**config.mk**
```make
export PLATFORM = sky130hd
export DESIGN_NAME = inst_encoder_writer
export DESIGN_NICKNAME = d
export VERILOG_FILES = /design/src/rtl/inst_enc_pkg.sv /design/src/rtl/inst_field_encoder.sv /design/src/rtl/inst_encoder_writer.sv
export SDC_FILE = /design/constraint.sdc
export NUM_CORES = 1
export LEC_CHECK = 0
export CAP_MARGIN = 20
export CORE_MARGIN = 3
export CORE_UTILIZATION = 30
export DETAILED_ROUTE_END_ITERATION = 6
export GPL_TIMING_DRIVEN = 1
export SLEW_MARGIN = 30
export SYNTH_ARGS = -nofsm -noshare
export SYNTH_HDL_FRONTEND = slang
export SYNTH_HIERARCHICAL = 1
export SYNTH_SLANG_ARGS = --single-unit
```
**constraint.sdc**
```tcl
create_clock -name clk -period 2.5 [get_ports clk]
set_clock_uncertainty 0.15 [all_clocks]
set_input_delay 0.375 -clock clk [delete_from_list [all_inputs] [get_ports clk]]
set_output_delay 0.375 -clock clk [all_outputs]
set_load 0.05 [all_outputs]
```
**src/rtl/inst_enc_pkg.sv**
```systemverilog
// Op enum, opcode/funct constants and word-packing helpers for inst_encoder_writer.
// INST_ENC_LI_EXPAND_EN adds the LI_LO state used by the two-word LI expansion.
package inst_enc_pkg;

    typedef enum logic [5:0] {
        OP_ADD, OP_SUB, OP_AND, OP_OR, OP_XOR, OP_SLL, OP_SRL, OP_SRA, OP_JR,
        OP_ADDI, OP_ANDI, OP_ORI, OP_XORI, OP_LW, OP_SW, OP_BEQ, OP_BNE, OP_LUI,
        OP_LWC1, OP_SWC1, OP_J, OP_JAL,
        OP_FADD, OP_FSUB, OP_FMUL, OP_FDIV, OP_FSQRT,
        OP_MFC0, OP_MTC0, OP_ERET, OP_SYSCALL, OP_NOP, OP_LI
    } op_e;

`ifdef INST_ENC_LI_EXPAND_EN
    typedef enum logic {ST_IDLE, ST_LI_LO} state_e;
`else
    typedef enum logic {ST_IDLE} state_e;
`endif

    localparam logic [5:0] OPC_SPECIAL = 6'b000000;
    localparam logic [5:0] OPC_ADDI    = 6'b001000;
    localparam logic [5:0] OPC_ANDI    = 6'b001100;
    localparam logic [5:0] OPC_ORI     = 6'b001101;
    localparam logic [5:0] OPC_XORI    = 6'b001110;
    localparam logic [5:0] OPC_LW      = 6'b100011;
    localparam logic [5:0] OPC_SW      = 6'b101011;
    localparam logic [5:0] OPC_BEQ     = 6'b000100;
    localparam logic [5:0] OPC_BNE     = 6'b000101;
    localparam logic [5:0] OPC_LUI     = 6'b001111;
    localparam logic [5:0] OPC_LWC1    = 6'b110001;
    localparam logic [5:0] OPC_SWC1    = 6'b111001;
    localparam logic [5:0] OPC_J       = 6'b000010;
    localparam logic [5:0] OPC_JAL     = 6'b000011;
    localparam logic [5:0] OPC_COP1    = 6'b010001;
    localparam logic [5:0] OPC_COP0    = 6'b010000;

    localparam logic [5:0] FN_ADD     = 6'b100000;
    localparam logic [5:0] FN_SUB     = 6'b100010;
    localparam logic [5:0] FN_AND     = 6'b100100;
    localparam logic [5:0] FN_OR      = 6'b100101;
    localparam logic [5:0] FN_XOR     = 6'b100110;
    localparam logic [5:0] FN_SLL     = 6'b000000;
    localparam logic [5:0] FN_SRL     = 6'b000010;
    localparam logic [5:0] FN_SRA     = 6'b000011;
    localparam logic [5:0] FN_JR      = 6'b001000;
    localparam logic [5:0] FN_SYSCALL = 6'b001100;
    localparam logic [5:0] FN_ERET    = 6'b011000;

    localparam logic [4:0] FPU_FMT = 5'b10000;
    localparam logic [4:0] CP0_MF  = 5'b00000;
    localparam logic [4:0] CP0_MT  = 5'b00100;
    localparam logic [4:0] CP0_CO  = 5'b10000;

    function automatic logic [31:0] r_word(logic [4:0] rs, logic [4:0] rt, logic [4:0] rd,
                                           logic [4:0] sa, logic [5:0] fn);
        return {OPC_SPECIAL, rs, rt, rd, sa, fn};
    endfunction

    function automatic logic [31:0] i_word(logic [5:0] opc, logic [4:0] rs, logic [4:0] rt,
                                           logic [15:0] imm);
        return {opc, rs, rt, imm};
    endfunction

endpackage

```
**src/rtl/inst_field_encoder.sv**
```systemverilog
// Combinational packer: op enum + fields -> 32-bit instruction word and legality flag.
// Fields an op does not use are forced to zero so every word round-trips through the predecoder.
module inst_field_encoder
    import inst_enc_pkg::*;
(
    input  logic [5:0]  op_i,
    input  logic [4:0]  rs_i,
    input  logic [4:0]  rt_i,
    input  logic [4:0]  rd_i,
    input  logic [4:0]  sa_i,
    input  logic [15:0] imm_i,
    input  logic [25:0] addr_i,
    output logic [31:0] word_o,
    output logic        legal_o
);

    always_comb begin
        word_o  = '0;
        legal_o = 1'b1;
        case (op_i)
            OP_ADD:     word_o = r_word(rs_i, rt_i, rd_i, 5'd0, FN_ADD);
            OP_SUB:     word_o = r_word(rs_i, rt_i, rd_i, 5'd0, FN_SUB);
            OP_AND:     word_o = r_word(rs_i, rt_i, rd_i, 5'd0, FN_AND);
            OP_OR:      word_o = r_word(rs_i, rt_i, rd_i, 5'd0, FN_OR);
            OP_XOR:     word_o = r_word(rs_i, rt_i, rd_i, 5'd0, FN_XOR);
            OP_SLL:     word_o = r_word(5'd0, rt_i, rd_i, sa_i, FN_SLL);
            OP_SRL:     word_o = r_word(5'd0, rt_i, rd_i, sa_i, FN_SRL);
            OP_SRA:     word_o = r_word(5'd0, rt_i, rd_i, sa_i, FN_SRA);
            OP_JR:      word_o = r_word(rs_i, 5'd0, 5'd0, 5'd0, FN_JR);
            OP_SYSCALL: word_o = r_word(5'd0, 5'd0, 5'd0, 5'd0, FN_SYSCALL);
            OP_ADDI:    word_o = i_word(OPC_ADDI, rs_i, rt_i, imm_i);
            OP_ANDI:    word_o = i_word(OPC_ANDI, rs_i, rt_i, imm_i);
            OP_ORI:     word_o = i_word(OPC_ORI,  rs_i, rt_i, imm_i);
            OP_XORI:    word_o = i_word(OPC_XORI, rs_i, rt_i, imm_i);
            OP_LW:      word_o = i_word(OPC_LW,   rs_i, rt_i, imm_i);
            OP_SW:      word_o = i_word(OPC_SW,   rs_i, rt_i, imm_i);
            OP_BEQ:     word_o = i_word(OPC_BEQ,  rs_i, rt_i, imm_i);
            OP_BNE:     word_o = i_word(OPC_BNE,  rs_i, rt_i, imm_i);
            OP_LUI:     word_o = i_word(OPC_LUI,  5'd0, rt_i, imm_i);
            OP_LWC1:    word_o = i_word(OPC_LWC1, rs_i, rt_i, imm_i);
            OP_SWC1:    word_o = i_word(OPC_SWC1, rs_i, rt_i, imm_i);
            OP_J:       word_o = {OPC_J, addr_i};
            OP_JAL:     word_o = {OPC_JAL, addr_i};
            OP_FADD:    word_o = {OPC_COP1, FPU_FMT, rt_i, rd_i, sa_i, 6'd0};
            OP_FSUB:    word_o = {OPC_COP1, FPU_FMT, rt_i, rd_i, sa_i, 6'd1};
            OP_FMUL:    word_o = {OPC_COP1, FPU_FMT, rt_i, rd_i, sa_i, 6'd2};
            OP_FDIV:    word_o = {OPC_COP1, FPU_FMT, rt_i, rd_i, sa_i, 6'd3};
            OP_FSQRT:   word_o = {OPC_COP1, FPU_FMT, 5'd0, rd_i, sa_i, 6'd4};
            OP_MFC0:    word_o = {OPC_COP0, CP0_MF, rt_i, rd_i, 11'd0};
            OP_MTC0:    word_o = {OPC_COP0, CP0_MT, rt_i, rd_i, 11'd0};
            OP_ERET:    word_o = {OPC_COP0, CP0_CO, 15'd0, FN_ERET};
            OP_NOP:     word_o = '0;
            default:    legal_o = 1'b0;
        endcase
    end

endmodule

```
**src/rtl/inst_encoder_writer.sv**
```systemverilog
// Accepts instruction requests, encodes them and writes words sequentially into instruction memory.
// INST_ENC_LI_EXPAND_EN enables op LI, expanded into LUI + ORI over two cycles.
module inst_encoder_writer
    import inst_enc_pkg::*;
#(
    parameter int AW    = 6,
    parameter int DEPTH = 64
) (
    input  logic          clk,
    input  logic          clrn,
    input  logic          clr,
    input  logic          in_valid,
    output logic          in_ready,
    input  logic [5:0]    in_op,
    input  logic [4:0]    in_rs,
    input  logic [4:0]    in_rt,
    input  logic [4:0]    in_rd,
    input  logic [4:0]    in_sa,
    input  logic [15:0]   in_imm,
    input  logic [15:0]   in_hi,
    input  logic [25:0]   in_addr,
    output logic          mem_we,
    output logic [AW-1:0] mem_addr,
    output logic [31:0]   mem_wdata,
    output logic [AW:0]   count,
    output logic          full,
    output logic          err
);

    localparam logic [AW:0] DEPTH_C = (AW+1)'(DEPTH);
    localparam logic [AW:0] ONE_C   = (AW+1)'(1);

    state_e        state_q;
    logic          mem_we_q, err_q;
    logic [AW-1:0] mem_addr_q;
    logic [31:0]   mem_wdata_q;
    logic [AW:0]   count_q;
    logic [31:0]   enc_word;
    logic          enc_legal;

`ifdef INST_ENC_LI_EXPAND_EN
    // LI needs two free slots; the ORI half is parked here while in LI_LO.
    localparam logic [AW:0] LI_LAST_C = (AW+1)'(DEPTH - 2);
    logic [31:0] li_lo_q;
`else
    logic unused_hi;
    assign unused_hi = ^in_hi;
`endif

    inst_field_encoder u_enc (
        .op_i    (in_op),
        .rs_i    (in_rs),
        .rt_i    (in_rt),
        .rd_i    (in_rd),
        .sa_i    (in_sa),
        .imm_i   (in_imm),
        .addr_i  (in_addr),
        .word_o  (enc_word),
        .legal_o (enc_legal)
    );

    assign full      = (count_q == DEPTH_C);
    assign in_ready  = (state_q == ST_IDLE) && !full && !clr;
    assign mem_we    = mem_we_q;
    assign mem_addr  = mem_addr_q;
    assign mem_wdata = mem_wdata_q;
    assign count     = count_q;
    assign err       = err_q;

    always_ff @(posedge clk) begin
        if (!clrn || clr) begin
            state_q     <= ST_IDLE;
            mem_we_q    <= 1'b0;
            mem_addr_q  <= '0;
            mem_wdata_q <= '0;
            count_q     <= '0;
            err_q       <= 1'b0;
`ifdef INST_ENC_LI_EXPAND_EN
            li_lo_q     <= '0;
`endif
        end else begin
            mem_we_q <= 1'b0;
            err_q    <= 1'b0;
            case (state_q)
                ST_IDLE: begin
                    if (in_valid && in_ready) begin
`ifdef INST_ENC_LI_EXPAND_EN
                        if (in_op == OP_LI) begin
                            if (count_q <= LI_LAST_C) begin
                                mem_we_q    <= 1'b1;
                                mem_addr_q  <= count_q[AW-1:0];
                                mem_wdata_q <= i_word(OPC_LUI, 5'd0, in_rt, in_hi);
                                count_q     <= count_q + ONE_C;
                                li_lo_q     <= i_word(OPC_ORI, in_rt, in_rt, in_imm);
                                state_q     <= ST_LI_LO;
                            end else begin
                                err_q <= 1'b1;
                            end
                        end else
`endif
                        if (enc_legal) begin
                            mem_we_q    <= 1'b1;
                            mem_addr_q  <= count_q[AW-1:0];
                            mem_wdata_q <= enc_word;
                            count_q     <= count_q + ONE_C;
                        end else begin
                            err_q <= 1'b1;
                        end
                    end
                end
`ifdef INST_ENC_LI_EXPAND_EN
                ST_LI_LO: begin
                    mem_we_q    <= 1'b1;
                    mem_addr_q  <= count_q[AW-1:0];
                    mem_wdata_q <= li_lo_q;
                    count_q     <= count_q + ONE_C;
                    state_q     <= ST_IDLE;
                end
`endif
                default: state_q <= ST_IDLE;
            endcase
        end
    end

endmodule

```
* Word-level counts from Yosys, hierarchy flattened
Cells that the tools add are included.
Widths: inputs -> output; s select.
** Storage, ports and cells
- Register bits after elaboration :: 47
- Bits of input ports :: 88
** Operators by class
- $add $sub $neg :: 1
- Equal/unequal tests :: 32
- Multiplexer cells :: 4
- Bitwise operators :: 1
- Reduce and logical (&&, ||, !) cells :: 10
** Operators by type and width (count)
- $pmux 32 s31 :: 1
- $eq 6x5->1 const B :: 16
- $eq 6x4->1 const B :: 8
- $reduce_or 32->1 :: 1
- $eq 6x3->1 const B :: 4
- $eq 6x2->1 const B :: 2
- $add 7x1->7 const B :: 1
- $eq 7x7->1 const B :: 1
- $eq 6x1->1 const B :: 1
- $logic_not 6->1 :: 1
- $logic_not 1->1 :: 3
- $mux 1 :: 3
- $logic_and 1x1->1 :: 2
- $reduce_and 2->1 :: 1
- $reduce_or 2->1 :: 1
- $logic_or 1x1->1 :: 1
- $not 1->1 :: 1

* Longest topological paths before layout
Gate-level depths: netlist of run 1.
- Depth after elaboration :: 6
- Mapped depth :: 9
- Mapped depth without buffers :: 6

* Modules after synthesis
Netlist of run 1, hierarchy kept.
** Modules (own cells, without submodules)
- inst_encoder_writer :: times used 1, cells an instance 215, area an instance 1946.9 sq um, sequential area each 940.9 sq um
- inst_field_encoder :: times used 1, cells an instance 140, area an instance 963.4 sq um, sequential area each 0.0 sq um

* Worst setup path before layout of run 1
No wires, ideal clock.
- Kind :: register to output
- From :: register count_q[0], in the netlist count[0]
- To :: output in_ready
- Arrival :: 2.240 ns
- Required time :: 1.975 ns
- Slack :: -0.265 ns
- Stages on the path, launching flop included :: 6
- Path buffers :: 0
- Cells stage by stage :: dfxtp_1 -> inv_1 -> ha_1 -> nor2b_1 -> and2_1 -> nor2_1
** Between the ends
- Word-level cells in the longest chain between the ends :: 3
** RTL lines
- start, declared :: RTL line inst_encoder_writer.sv:37 : logic [AW:0] count_q;
- start signal, assigned :: RTL line inst_encoder_writer.sv:105 : count_q <= count_q + ONE_C;
- $eq 7x7->1 :: RTL line inst_encoder_writer.sv:62 : assign full = (count_q == DEPTH_C);
- named net full :: RTL line inst_encoder_writer.sv:26 : output logic full,
- $logic_not 1->1 :: RTL line inst_encoder_writer.sv:63 : assign in_ready = (state_q == ST_IDLE) && !full && !clr;
- $logic_and 1x1->1 :: RTL line inst_encoder_writer.sv:63
- end, declared :: RTL line inst_encoder_writer.sv:13 : output logic in_ready,
The timed path passes the listed nets, and every way through them passes these cells.

* Worst setup path after layout of run 1
- From :: register count_q[0], in the netlist count[0]
- To :: output in_ready
** Between the ends
- Word-level cells in the longest chain between the ends :: 3
** RTL lines (RTL line)
- $eq 7x7->1 :: inst_encoder_writer.sv:62
- $logic_not 1->1 :: inst_encoder_writer.sv:63
- $logic_and 1x1->1 :: inst_encoder_writer.sv:63
No other way between the ends.

==> summary.txt, run 1 <==
Run status
  – Status: completed

STA
  – Tightest Pin Transition: 546.2 ps
  – Unrepaired setup endpoints after global routing: false
  – Tcrit/Tclk final: 91.16%
  – Setup-failing EPs final: 0
  – Setup tns final: 0 ps
  – Max-slew violations: 0
  – Final Hold Vio Count: 0
  – Rel. slew slack: 63.47%
  – Fmax: 438.8 MHz
  – Tmin final: 2279 ps
  – Final Worst Setup Slack: 221.0 ps

Die
  – Die width: 104.5 um
  – Row cnt: 35
  – Die area: 10920 um^2
  – IO Pins: 137
  – Core Box Area: 9328 um^2
  – Initial core utilization: 31.20%
  – Die Y-Extent: 104.5 um

Job
  – Max_cap viols: 0

Yosys
  – Sequential fraction of the synthesis area: 32.33%
  – Mapped Area: 2910 um^2
  – Syn. warnings: 6
  – Mapped Nets: 445
  – Post-synth ARST share: 0%
  – Post-synth cell types: 60
  – EDFF count, synth: 0
  – Most frequent cells after synthesis: nand2_1 (88), dfxtp_1 (47), mux2i_1 (38)
  – Area share of the largest cell type after synthesis: 32.33%
  – Ys flop type: dfxtp_1
  – Cells after Synth: 355
  – Most common cell in the netlist: nand2_1
  – #FFs+latches synth: 47
  – Yosys top cell by area: dfxtp_1
  – Avg Cell Area, Syn: 8.198 um^2
  – Leading post-synthesis cells by cell area: dfxtp_1 (32%), mux2i_1 (13%), nand2_1 (11%), a22o_1 (3.9%), buf_2 (2.8%)

Setup path
  – Setup crit start kind: register
  – Worst path required time: 1980 ps
  – Critical Path AT: 1750 ps
  – Worst Setup End Kind: primary output
  – Kind of critical path: reg -> out
  – Maximum fanout along the worst path: 6

Drt
  – Detailed-route via count: 3020
  – DRT Wirelength: 8519 um
  – Post-DR wirelength/cell: 13.97 um
  – DRC: 0
  – DRT iter0 DRCs: 95
  – DRT antenna net count: 0
  – Vias per inst: 4.951
  – DR pass1 iterations: 5

Clocking
  – Worst skew pair latency: 300 ps
  – Root Driver: clkbuf_8
  – H-tree depth: 2
  – Post-CTS sizing: 0
  – Hold-fix buffers, CTS: 0
  – Post-CTS Setup Bufs: 0
  – TritonCTS Sinks: 47
  – CTS Buf Count: 5
  – Max Buffers Root-to-Sink: 2
  – CTS tree: built
  – Clk pin slew, worst setup/hold paths: 90 ps

Layout
  – # nets final: 570
  – ANT cells: 0
  – Layout cells sized above 1: 10.81%
  – Number of fill cells: 910
  – Area grow syn2layout: 55.63%
  – Finished Core Util: 48.56%

Place
  – Worst slack at placement: 50.41 ps
  – Detailed Place HPWL: 6609 um
  – Gpl congestion: 0.8507
  – Buffers on Ports: 120

GRT
  – Number of global-route vias before repair: 2982
  – First-pass GRT wire length: 14050 um
  – Largest net degree at the start of global routing: 80
  – Gr usage total: 15.33%
  – Initial antenna violation count: 0
  – Congestion Overflow GR: 0

Power and ir drop
  – PD cells: 398.2 nW/um^2
  – P_leak: 1.659 nW
  – VDD IR max: 0.2281 mV

Hold path
  – Path category of the worst min-delay check: reg -> reg
## cell families after synthesis
group                      Yosys count  synth area share, %
muxes                               38                13.07
DFF                                 47                32.33
AOI/OAI and AO/OA                   75                20.16
buffers and inverters               41                7.266
and+or+nand+nor                    150                25.71
xor gates and xnor gates             2               0.6020
adders and majority gates            2               0.8597
## through the flow
| step | power [mW] | std cells | instance area [um^2] | hold WS (ps) |
|---|---|---|---|---|
| after floorplan | 0.9758 | 355 | 2918 | 346.7 |
| after global routing | 1.886 | 610 | 4529 | 331.8 |
| after detailed placement | 1.166 | 602 | 4397 | 297.0 |
| final | 1.804 | 610 | 4529 | 310.4 |
| after CTS | 1.823 | 610 | 4529 | 312.1 |
| after global placement | 1.163 | 602 | 4397 | 291.0 |
## area by class of cell
class / count / area (um^2) / area share (%)
sequential: 47 / 940.9 / 20.77
inverter: 11 / 41.29 / 0.9116
tap: 129 / 161.4 / 3.564
multi-input combinational: 267 / 1784 / 39.39
clock inverter: 2 / 60.06 / 1.326
clock buffer: 6 / 72.57 / 1.602
timing repair buffer: 148 / 1469 / 32.43
## routing by layer
layer  part of all wire, %  GRT usage (%)
met5                     0              0
met4                   1.4          3.989
met3                   5.2          3.042
met2                    48          25.74
met1                    46          20.02
## worst paths after layout
check	depth (start not counted)	end	start	slack (ps)
worst min register to register	2	mem_addr[4]	mem_addr[4]	310
worst max-delay path	6	in_ready	count[0]	220
worst max register to register	6	mem_wdata[11]	count[0]	740
worst min-delay path	2	mem_addr[4]	mem_addr[4]	310
## state kept, by name (all words and copies together), names as in the netlist
signal / cells
count: 7
err: 1
mem_addr: 6
mem_wdata: 32
mem_we: 1
## layout by cell type (no fill, tap or decap), drive strengths merged, types with 2 or more instances in the layout
master	synthesis	final
nand3	4	4
bufinv	0	2
o22ai	3	3
or4	2	2
nor2	12	12
a22oi	3	3
clkdlybuf4s50	0	118
nor4	4	4
and2	2	2
o32ai	3	3
mux2i	38	38
or3	3	3
o21bai	2	2
nor2b	9	9
a22o	13	13
a21oi	12	12
buf	24	30
nand2	88	88
nand4b	2	2
a32oi	2	2
a21o	6	6
o21ai	11	11
nand3b	3	3
a221o	5	5
nor4b	2	2
nand2b	7	7
ha	2	2
dfxtp	47	47
nand4	2	2
clkbuf	6	6
inv	11	11
nor3	5	5
a222oi	5	5
## power by group
group | internal, mW | switching, mW | total (mW)
clock network | 0.400 | 0.257 | 0.656
logic | 0.212 | 0.179 | 0.392
registers | 0.753 | 0.00266 | 0.755
total | 1.36 | 0.439 | 1.80
## critical path, stage by stage, from the launching register on
cell	delay [ps]
dfxtp_1	370
inv_1	100
ha_1	130
nor2b_1	310
and2_1	340
nor2_4	60
buf_12	150
Note: power is estimated with default switching activity, not from simulation.
==> inputs of run 2 (changes only) <==
--- a/config.mk
+++ b/config.mk
@@ -7,9 +7,10 @@
 export LEC_CHECK = 0
 export CAP_MARGIN = 20
 export CORE_MARGIN = 3
-export CORE_UTILIZATION = 30
+export CORE_UTILIZATION = 25
 export DETAILED_ROUTE_END_ITERATION = 6
 export GPL_TIMING_DRIVEN = 1
+export SKIP_LAST_GASP = 1
 export SLEW_MARGIN = 30
 export SYNTH_ARGS = -nofsm -noshare
 export SYNTH_HDL_FRONTEND = slang
==> summary.txt, run 2 (synthesis results as in run 1) <==
Run status
  – Status: completed

Power and ir drop
  – Internal power: 1.545 mW (+13%)
  – PD cells: 435.0 nW/um^2 (+9.3%)
  – P_leak: 1.673 nW (+0.84%)
  – P_sw: 460.4 uW (+4.9%)
  – Power, Total: 2.005 mW (+11%)
  – Clock network fraction of design power: 42.4% (+6.0 points)
  – Switching Share: 22.96% (-1.4 points)
  – VDD IR max: 0.2772 mV (+21%)
  – Sequential fraction of design power: 37.7% (-4.2 points)
  – Comb power frac: 19.9% (-1.8 points)

Setup path
  – Maximum fanout along the worst path: 6 (unchanged)
  – Worst path required time: 1980 ps (about the same)
  – Setup crit start kind: register
  – Kind of critical path: reg -> out
  – FF-to-FF Start: count[0]
  – Critical Path AT: 1760 ps (about the same)
  – Flop2flop setup slack: 730 ps (about the same)
  – FF-to-FF path depth: 6 (unchanged)
  – Worst Setup End Kind: primary output
  – Cell at the slowest stage of the critical path: dfxtp_1
  – CP Buf/Inv Count: 2 (unchanged)
  – Top delay family on crit path: simple AND/OR/NAND/NOR gates
  – Critical path's largest stage delay: 370 ps (about the same)
  – Crit path from: count[0]
  – Reg-to-Reg End: mem_wdata[21]
  – CP Cell Sequence: inv_1, ha_1, nor2b_1, and2_1, nor2_4, buf_12

STA
  – Rel. slew slack: 62.24% (-1.2 points)
  – Unrepaired setup endpoints after global routing: false
  – Setup tns final: 0 ps (unchanged)
  – Fmax: 437.6 MHz (-0.28%)
  – Tmin final: 2285 ps (+6.376 ps)
  – Setup-failing EPs final: 0 (unchanged)
  – Tightest Pin Transition: 564.7 ps (+18.46 ps)
  – Tcrit/Tclk final: 91.41% (+0.26 points)
  – Max-slew violations: 0 (unchanged)
  – WHS: 303.5 ps (-6.862 ps)
  – Final Hold Vio Count: 0 (unchanged)

Clocking
  – Post-CTS sizing: 0 (unchanged)
  – H-tree depth: 2 (unchanged)
  – Clk pin slew, worst setup/hold paths: 60 ps (-30 ps)
  – Root Driver: clkbuf_16
  – TritonCTS Sinks: 47 (unchanged)
  – Worst skew pair latency: 280 ps (-20 ps)
  – CTS tree: built
  – Max Buffers Root-to-Sink: 2 (unchanged)
  – CTS Buf Count: 5 (unchanged)
  – Post-CTS Setup Bufs: 0 (unchanged)
  – Hold-fix buffers, CTS: 0 (unchanged)

GRT
  – Number of global-route vias before repair: 2974 (-0.27%)
  – Gr usage total: 13.95% (-1.4 points)
  – Largest net degree at the start of global routing: 55 (-31%)
  – Congestion Overflow GR: 0 (unchanged)
  – First-pass GRT wire length: 14930 um (+6.3%)
  – Initial antenna violation count: 0 (unchanged)

Layout
  – ANT cells: 0 (unchanged)
  – Number of fill cells: 1138 (+25%)
  – Most common cell after layout, fill and taps aside: clkdlybuf4s50_1
  – Final instance area: 4609 um^2 (+1.8%)
  – Layout cells sized above 1: 9.494% (-1.3 points)
  – Most frequent cells in the layout: clkdlybuf4s50_1 (118), nand2_1 (88), dfxtp_1 (47)
  – # nets final: 563 (-1.2%)
  – Area grow syn2layout: 58.38%
  – Finished Core Util: 41.43% (-7.1 points)
  – Max reg flops: 32 (unchanged)

Die
  – Die area: 12970 um^2 (+19%)
  – Die Y-Extent: 113.9 um (+9.0%)
  – Core Box Area: 11130 um^2 (+19%)
  – Initial core utilization: 26.16% (-5.0 points)
  – Row cnt: 38 (+8.6%)
  – Die width: 113.9 um (+9.0%)
  – IO Pins: 137 (unchanged)

Place
  – Buffers on Ports: 120 (unchanged)
  – Detailed Place HPWL: 7089 um (+7.2%)
  – Placed Instance Area: 4420 um^2 (+0.54%)
  – Gpl congestion: 0.8167 (-4.0%)

Drt
  – DRC: 0 (unchanged)
  – Vias per inst: 4.844 (-2.2%)
  – Detailed-route via count: 2974 (-1.5%)
  – DRT Wirelength: 9124 um (+7.1%)
  – DR pass1 iterations: 4 (-1)
  – DRT antenna net count: 0 (unchanged)
  – DRT iter0 DRCs: 209 (+120%)
  – Post-DR wirelength/cell: 14.86 um (+6.4%)

Hold path
  – Path category of the worst min-delay check: reg -> reg
  – Hold Crit Endpoint: mem_wdata[31]
  – Worst Hold Depth: 2 (unchanged)
  – Hold Startpoint: mem_wdata[31]

Job
  – Max_cap viols: 0 (unchanged)
-- run 2: area by class of cell --
| type | count | area [um^2] | area share, % |
|---|---|---|---|
| well taps | 140 | 175.2 | 3.800 |
| clock inverters | 2 | 60.06 | 1.303 |
| repair buffers | 141 | 1479 | 32.08 |
| clock buffers | 6 | 128.9 | 2.796 |
| flip-flops and latches | 47 | 940.9 | 20.41 |
| inverters | 11 | 41.29 | 0.8958 |
| multi-input cells | 267 | 1784 | 38.71 |
-- run 2: power groups by stage --
stage          clock (mW)  sequential [mW]  combinational, mW
2_1_floorplan           0            0.790              0.186
3_3_place_gp            0            0.773              0.396
3_5_place_dp            0            0.773              0.399
4_1_cts             0.872            0.756              0.401
5_1_grt             0.896            0.756              0.432
6_report            0.851            0.756              0.398
-- run 2: worst min-delay path: cells and delay by family (launching register included) --
kind             cells  cell delay (ps)
DFF                  1              310
muxes                1               50
and+or+nand+nor      1               50
-- run 2: worst max-delay path by stage --
stage,end,slack [ps],cells after the start
after global placement,mem_wdata[15],110,8
final,in_ready,210,6
after CTS,in_ready,200,6
after detailed placement,mem_wdata[20],100,9
after global routing,in_ready,80,6
after floorplan,in_ready,100,5
-- run 2: layer usage --
metal | wire length [um] | vias up | GRT usage, % | part of all wire, %
met3 | 421 | 2 | 2.387 | 4.6
met2 | 4676 | 63 | 24.81 | 51
li1 | - | 1499 | - | -
met1 | 3996 | 1410 | 17.83 | 44
met5 | 0 | - | 0 | 0
met4 | 29 | 0 | 2.613 | 0.32
-- run 2: per-stage QoR --
step	setup slack, ps	cells
after floorplan	96.11	355
after global placement	113.1	606
after detailed placement	103.1	606
after CTS	197.3	614
after global routing	77.87	614
final	214.7	614
